### config.mk
export PLATFORM = sky130hd
export DESIGN_NAME = vdp_super_palette_lookup
export DESIGN_NICKNAME = d
export VERILOG_FILES = /design/src/rtl/vdp_super_palette_lookup.sv
export SDC_FILE = /design/constraint.sdc
export NUM_CORES = 2
export LEC_CHECK = 0
export ABC_AREA = 1
export CAP_MARGIN = 30
export CORE_AREA = 2 2 622 624
export CTS_CLUSTER_DIAMETER = 120
export CTS_CLUSTER_SIZE = 14
export DETAILED_ROUTE_END_ITERATION = 7
export DIE_AREA = 0 0 624 626
export DONT_BUFFER_PORTS = 1
export MAX_ROUTING_LAYER = met4
export PLACE_DENSITY = 0.47
export SYNTH_ARGS = -nofsm -noshare
export SYNTH_HDL_FRONTEND = slang
export SYNTH_SLANG_ARGS = --single-unit
export TNS_END_PERCENT = 50
### constraint.sdc
create_clock -name clk -period 19.5 [get_ports clk]
set_input_delay 2.925 -clock clk [delete_from_list [all_inputs] [get_ports clk]]
set_output_delay 2.925 -clock clk [all_outputs]
set_load 0.1 [all_outputs]
### src/rtl/vdp_super_palette_lookup.sv
// Palette lookup for the super-res pixel path: 256x9 palette RAM, V9958-style CPU write port,
// MSX2 default-palette initialiser and a fixed 2-cycle address-to-RGB pipeline.
module vdp_super_palette_lookup (
    input  logic       reset,
    input  logic       clk,
    input  logic       pal_ptr_wr,
    input  logic [7:0] pal_ptr_data,
    input  logic       pal_data_wr,
    input  logic [7:0] pal_data,
    input  logic [7:0] palette_addr,
    input  logic       blank,
    output logic       init_busy,
    output logic [7:0] video_red,
    output logic [7:0] video_green,
    output logic [7:0] video_blue,
    output logic       blank_out
);

    // Handshake: none. pal_ptr_wr / pal_data_wr are single-cycle strobes that the CPU side only
    // issues while init_busy is low; strobes seen while init_busy is high are dropped. The pixel
    // path accepts one address every clk and never stalls.

    typedef enum logic {
        ST_INIT = 1'b0,
        ST_RUN  = 1'b1
    } state_t;

    state_t     r_state;
    state_t     w_state_next;
    logic [7:0] r_init_cnt;

    logic [7:0] r_ptr;
    logic       r_phase;
    logic [2:0] r_lat_r;
    logic [2:0] r_lat_b;

    logic       w_cpu_en;
    logic       w_ptr_load;
    logic       w_data_strobe;
    logic       w_commit;
    logic       w_we;
    logic [7:0] w_waddr;
    logic [8:0] w_wdata;
    logic       w_unused;

    logic [8:0] r_palette [0:255];
    logic [8:0] r_rd_data;
    logic       r_blank_s1;
    logic       r_busy_s1;

    function automatic logic [8:0] default_entry(input logic [7:0] idx);
        logic [8:0] v;
        case (idx)
            8'd2:    v = {3'd1, 3'd6, 3'd1};
            8'd3:    v = {3'd3, 3'd7, 3'd3};
            8'd4:    v = {3'd1, 3'd1, 3'd7};
            8'd5:    v = {3'd2, 3'd3, 3'd7};
            8'd6:    v = {3'd5, 3'd1, 3'd1};
            8'd7:    v = {3'd2, 3'd6, 3'd7};
            8'd8:    v = {3'd7, 3'd1, 3'd1};
            8'd9:    v = {3'd7, 3'd3, 3'd3};
            8'd10:   v = {3'd6, 3'd6, 3'd1};
            8'd11:   v = {3'd6, 3'd6, 3'd4};
            8'd12:   v = {3'd1, 3'd4, 3'd1};
            8'd13:   v = {3'd6, 3'd2, 3'd5};
            8'd14:   v = {3'd5, 3'd5, 3'd5};
            8'd15:   v = {3'd7, 3'd7, 3'd7};
            default: v = 9'd0;
        endcase
        return v;
    endfunction

    function automatic logic [7:0] expand3(input logic [2:0] v);
        return {v, v, v[2:1]};
    endfunction

    // Initialiser FSM: state register, next-state logic, outputs.
    always_ff @(posedge clk or posedge reset) begin
        if (reset) r_state <= ST_INIT;
        else       r_state <= w_state_next;
    end

    always_comb begin
        w_state_next = r_state;
        if (r_state == ST_INIT && r_init_cnt == 8'hFF) w_state_next = ST_RUN;
    end

    always_comb begin
        init_busy = (r_state == ST_INIT);
    end

    always_ff @(posedge clk or posedge reset) begin
        if (reset)          r_init_cnt <= 8'd0;
        else if (init_busy) r_init_cnt <= r_init_cnt + 8'd1;
    end

    // A pointer strobe beats a simultaneous data strobe and discards any half-written entry.
    assign w_cpu_en      = ~init_busy;
    assign w_ptr_load    = w_cpu_en & pal_ptr_wr;
    assign w_data_strobe = w_cpu_en & pal_data_wr & ~pal_ptr_wr;
    assign w_commit      = w_data_strobe & r_phase;
    assign w_unused      = ^{pal_data[7], pal_data[3]};

    always_ff @(posedge clk or posedge reset) begin
        if (reset) begin
            r_ptr   <= 8'd0;
            r_phase <= 1'b0;
            r_lat_r <= 3'd0;
            r_lat_b <= 3'd0;
        end else if (w_ptr_load) begin
            r_ptr   <= pal_ptr_data;
            r_phase <= 1'b0;
        end else if (w_data_strobe) begin
            if (!r_phase) begin
                r_lat_r <= pal_data[6:4];
                r_lat_b <= pal_data[2:0];
                r_phase <= 1'b1;
            end else begin
                r_ptr   <= r_ptr + 8'd1;
                r_phase <= 1'b0;
            end
        end
    end

    always_comb begin
        w_we    = 1'b0;
        w_waddr = r_ptr;
        w_wdata = {r_lat_r, pal_data[2:0], r_lat_b};
        if (init_busy) begin
            w_we    = 1'b1;
            w_waddr = r_init_cnt;
            w_wdata = default_entry(r_init_cnt);
        end else if (w_commit) begin
            w_we = 1'b1;
        end
    end

    // RAM is not reset; the initialiser rewrites every entry after each reset.
    always_ff @(posedge clk) begin
        if (w_we) r_palette[w_waddr] <= w_wdata;
    end

    // Read-before-write: a same-cycle commit to the read address returns the old entry.
    always_ff @(posedge clk) begin
        r_rd_data <= r_palette[palette_addr];
    end

    always_ff @(posedge clk or posedge reset) begin
        if (reset) begin
            r_blank_s1 <= 1'b0;
            r_busy_s1  <= 1'b1;
        end else begin
            r_blank_s1 <= blank;
            r_busy_s1  <= init_busy;
        end
    end

    always_ff @(posedge clk or posedge reset) begin
        if (reset) begin
            video_red   <= 8'd0;
            video_green <= 8'd0;
            video_blue  <= 8'd0;
            blank_out   <= 1'b0;
        end else begin
            blank_out <= r_blank_s1;
            if (r_blank_s1 || r_busy_s1) begin
                video_red   <= 8'd0;
                video_green <= 8'd0;
                video_blue  <= 8'd0;
            end else begin
                video_red   <= expand3(r_rd_data[8:6]);
                video_green <= expand3(r_rd_data[5:3]);
                video_blue  <= expand3(r_rd_data[2:0]);
            end
        end
    end

endmodule

After elaboration in Yosys (flattened, before gate mapping) --
Memory sizes are Yosys's and may differ from the RTL's. A register that Yosys moved wholly into a read port is not among the register bits. Cells that the tools add are included.
Operators by class: add/sub/neg operators 2, eq/ne operators 1, muxes and demuxes 16, bitwise logic cells 8, reduce and logical (&&, ||, !) cells 7
Operator list (count):
- two-way mux 8 bit | 7
- two-way mux 9 bit | 2
- adder 8 x 1 -> 8 bit, second input constant | 2
- == test 8 bit, second input constant | 1
- two-way mux 1 bit | 7
- bitwise AND 1 bit | 4
- zero test 4 bit | 1
- inverter 1 bit | 4
- nonzero test 2 bit | 2
- AND reduction 3 bit | 1
- AND reduction 2 bit | 1
- logical AND 1 bit | 1
- logical OR 1 bit | 1
Word-level totals: register bits 51, memory bits (writable) 2304, bits in read-only memories 144, output and inout port bits 26, memories kept 2
Memories:
- r_palette | depth 256, bits a word 9, read ports 1, clocked after Yosys merged registers in 1, wr ports 1, line 46 | logic [8:0] r_palette [0:255];
- (name not given) | depth 16, bits a word 9, read ports 1, clocked after Yosys merged registers in 0, wr ports 0, line 53 | case (idx)

Longest topological paths before layout --
depth in word-level cells 7, depth in mapped cells 15, depth with buffers taken out 11

Worst setup path before layout --
Ideal clock, no wire load.
kind register -> register, start point register r_init_cnt[1], end point memory r_palette[0][6] (data pin), setup time 2.233 ns, arrival 11.282 ns, required time 17.267 ns, path slack 5.985 ns, stages on the path, launching flop included 6, buffers on the path 0, clock period less this slack 13.515 ns, cell sequence dfrtp_1 inv_1 ha_1 nand2_1 o31ai_1 o31ai_1
On the way: word-level cells in the longest chain between the ends 3
Ends and longest elaborated chain:
- start: declaration | line 30 | logic [7:0] r_init_cnt;
- start signal: assignment | line 94 | else if (init_busy) r_init_cnt <= r_init_cnt + 8'd1;
- memory (16 x 9 bit)
- two-way mux 9 bit | line 53
- two-way mux 9 bit | line 129 | if (init_busy) begin
- named net w_wdata[6] | line 43 | logic [8:0] w_wdata;
- end: declaration | line 46
The timed path passes the listed nets, and every way through them passes these cells.

==> impl_metrics.yaml <==
power_and_ir_drop:
  p_leak_nw: 35.8
  max-vdd-ir-drop_v: 0.0000750
  total_power_w: 0.00945
  power_density_nw_per_um2: 89.1
die:
  num_io_pins: 55
  rows: 228
  die_h_um: 626
  die_w_um: 624
  initial_core_util_pct: 24.9
  die-area_sq_um: 391000
  coreArea_sq_um: 384000
critical_path:
  critPathMostFrequentCell: "nand3_1"
  regToRegEndpoint: "r_palette[228][6]"
  r2r-start: "r_state"
  slowest_delay_ps: 900
  crit_fanout: 301
  worstSetupEndpointType: "register"
  slowest_stage: "inv_16"
  crit_required_ps: 20300
  worstSetupStartpointType: "primary input"
  cp.arrival_ps: 9850
  critical_path_class: "primary input to register"
  reg2reg_depth: 7
  path_cells: "buf_16 > buf_16 > buf_16 > inv_16 > buf_4 > buf_4 > buf_16 > buf_4 > nand2_1 > nand3_1 > nand3_1 > nand3_1 > nand3_1 > nand3_1 > nand3_1 > nand2_1 > nand2_1 > nand2_1"
  r2r_slack_ps: 15420
min_path:
  min-delay-start: "r_blank_s1"
  holdCritPathClass: "register to register"
  hold_depth: 0
  worstHoldEndpoint: "blank_out"
yosys:
  postSynth.asyncResetShare_pct: 1.53
  yosysWarnings: 0
  synth_top_family_by_area: "simple AND/OR/NAND/NOR gates"
  synth_compound_area_share_pct: 0.323
  synthMuxAreaShare_pct: 0.0353
  synth_cell_types: 39
  synth_commonest_cells: "2430 x nand2_1, 2304 x edfxtp_1, 2273 x nand3_1"
  yosysMostFrequentCell: "nand2_1"
  synth_edf_count: 2304
  syn_inst: 8077
  synth_top_area_cell: "edfxtp_1"
  yosysSeqAreaShare_pct: 73.5
  yosys-top-cells-area: "edfxtp_1 72%, nand3_1 12%, nand2_1 9.5%, buf_2 1.9%, nor2_1 1.2%"
  netlist.area_leader.share_pct: 72.3
  synthAdderAreaFrac_pct: 0.131
  syn_area_per_cell_sq_um: 11.8
  synth_xor_area_share_pct: 0.0733
  synth_ff_type: "edfxtp_1"
  yosys.area_share.simple_pct: 22.7
  ys_seq_elements: 2349
  syn-cell-area_sq_um: 95600
  mappedNetlistNets: 8116
placed_design:
  hpwlAfterDp_um: 146000
  dp.cells: 12697
  io_buffers: 0
  place_area_sq_um: 101000
  routabilityCongestion: 0.807
sta:
  finalCriticalPeriod_ps: 9060
  rsz0062_at_grt: "no"
  max_freq_ghz: 0.110
  finalCritPeriodShare_pct: 46.4
  fin_tns_setup_ps: 0
  relSlewSlack_pct: -8.47
  hold_viol_final: 0
  tightest_slew_ps: 1630
  skew_ps: 77.9
  slew_violations: 118
  setup_viol: 0
routing:
  drc: 0
  num_vias: 60302
  drt_iter0_drc: 5721
  dr.pass1.iters: 5
  antenna_left: 0
  wl_per_cell_um: 21.5
  wl_um: 278000
  vias_per_cell: 4.65
cts:
  post_cts_buffers: 0
  path_clk_slew_ps: 70
  cts-root-buf: "clkbuf_16"
  numCtsBuffers: 194
  cts_sinks: 2349
  cts-htree-levels: 4
  ctsHoldBuffers: 0
  cts_buffer_depth: 4
  cts-resized-gates: 0
  clk_latency_ps: 890
  cts_tree: "done"
finish:
  fin_util_pct: 27.6
  layout-drive-gt1-share_pct: 5.10
  fin_area_sq_um: 106000
  fin_cells: 12963
  nets: 7897
  fillers: 39152
  area_growth_pct: 10.9
global_routing:
  grt_max_degree: 1154
  grt_pass1_wl_um: 405000
  grt_pass1_vias: 57115
  antenna_found_initial: 6
  grt-ovfl-total: 0
  track_usage_pct: 14.2
outcome:
  violations: "max-slew violations"
  status: "complete, but fails checks"
job:
  max-cap-violations: 0
## cells in the final DEF (no fill, tap or decap), drive strengths merged, types with 5 or more instances in the layout
cell	n
a21oi	12
buf	142
clkbuf	230
clkinv	5
dfrtp	35
dfxtp	9
edfxtp	2304
ha	10
inv	77
nand2	2430
nand3	2273
nor2	311
o21ai	22
o22ai	5
xor2	7
## through the flow
step / hold WS, ps / worst slack (ps)
after detailed placement: 372 / 10720
final: 384 / 10440
after global routing: 389 / 10250
after global placement: 375 / 10820
after floorplan: 346 / 5990
after CTS: 388 / 11640
## logic make-up after synthesis
group	after synthesis
and+or+nand+nor	5024
DFF	2349
buffers and inverters	633
AOI/OAI and AO/OA	50
adders and majority gates	10
xor gates and xnor gates	8
muxes	3
## layout make-up
cell class	instances	area [sq um]	area share, %
diodes	4	10.0	0.00944
well taps	5060	6330	5.97
repair buffers	143	1550	1.46
multi-input cells	5095	22400	21.1
clock buffers	229	4990	4.70
clock inverters	8	121	0.114
flip-flops and latches	2349	70300	66.3
inverters	75	329	0.310
## worst max path at each step
stage	from	endpoint	slack, ps
final	palette_addr[0]	r_rd_data[5]	10440
after global routing	palette_addr[0]	r_rd_data[5]	10250
after CTS	palette_addr[0]	r_rd_data[5]	11640
after detailed placement	palette_addr[0]	r_rd_data[4]	10720
after global placement	palette_addr[0]	r_rd_data[5]	10820
after floorplan	r_init_cnt[1]	r_palette[0][6]	5990
## layer usage
| layer | GRT usage (%) | part of all wire [%] | vias up |
|---|---|---|---|
| li1 | - | - | 28013 |
| met1 | 18.9 | 44 | 30277 |
| met2 | 22.8 | 47 | 1639 |
| met3 | 1.84 | 5.5 | 373 |
| met4 | 4.22 | 3.0 | 0 |
| met5 | - | 0 | - |
## worst max-delay path: cells and delay by family
kind,cells,cell delay (ps)
buffers and inverters,8,4540
and+or+nand+nor,10,1360
## registers in the layout (all words and copies together) (netlist names), 3 cells and up
signal / count
r_init_cnt: 8
r_lat_b: 3
r_lat_r: 3
r_palette: 2304
r_ptr: 8
r_rd_data: 9
video_blue: 3
video_green: 3
video_red: 3
## power breakdown
part / total, W / internal (W) / switching [W]
sequential: 0.00546 / 0.00546 / 0.00000645
combinational: 0.000449 / 0.000124 / 0.000325
clock: 0.00354 / 0.00180 / 0.00174
total: 0.00945 / 0.00738 / 0.00207
Note: power is estimated with default switching activity, not from simulation.
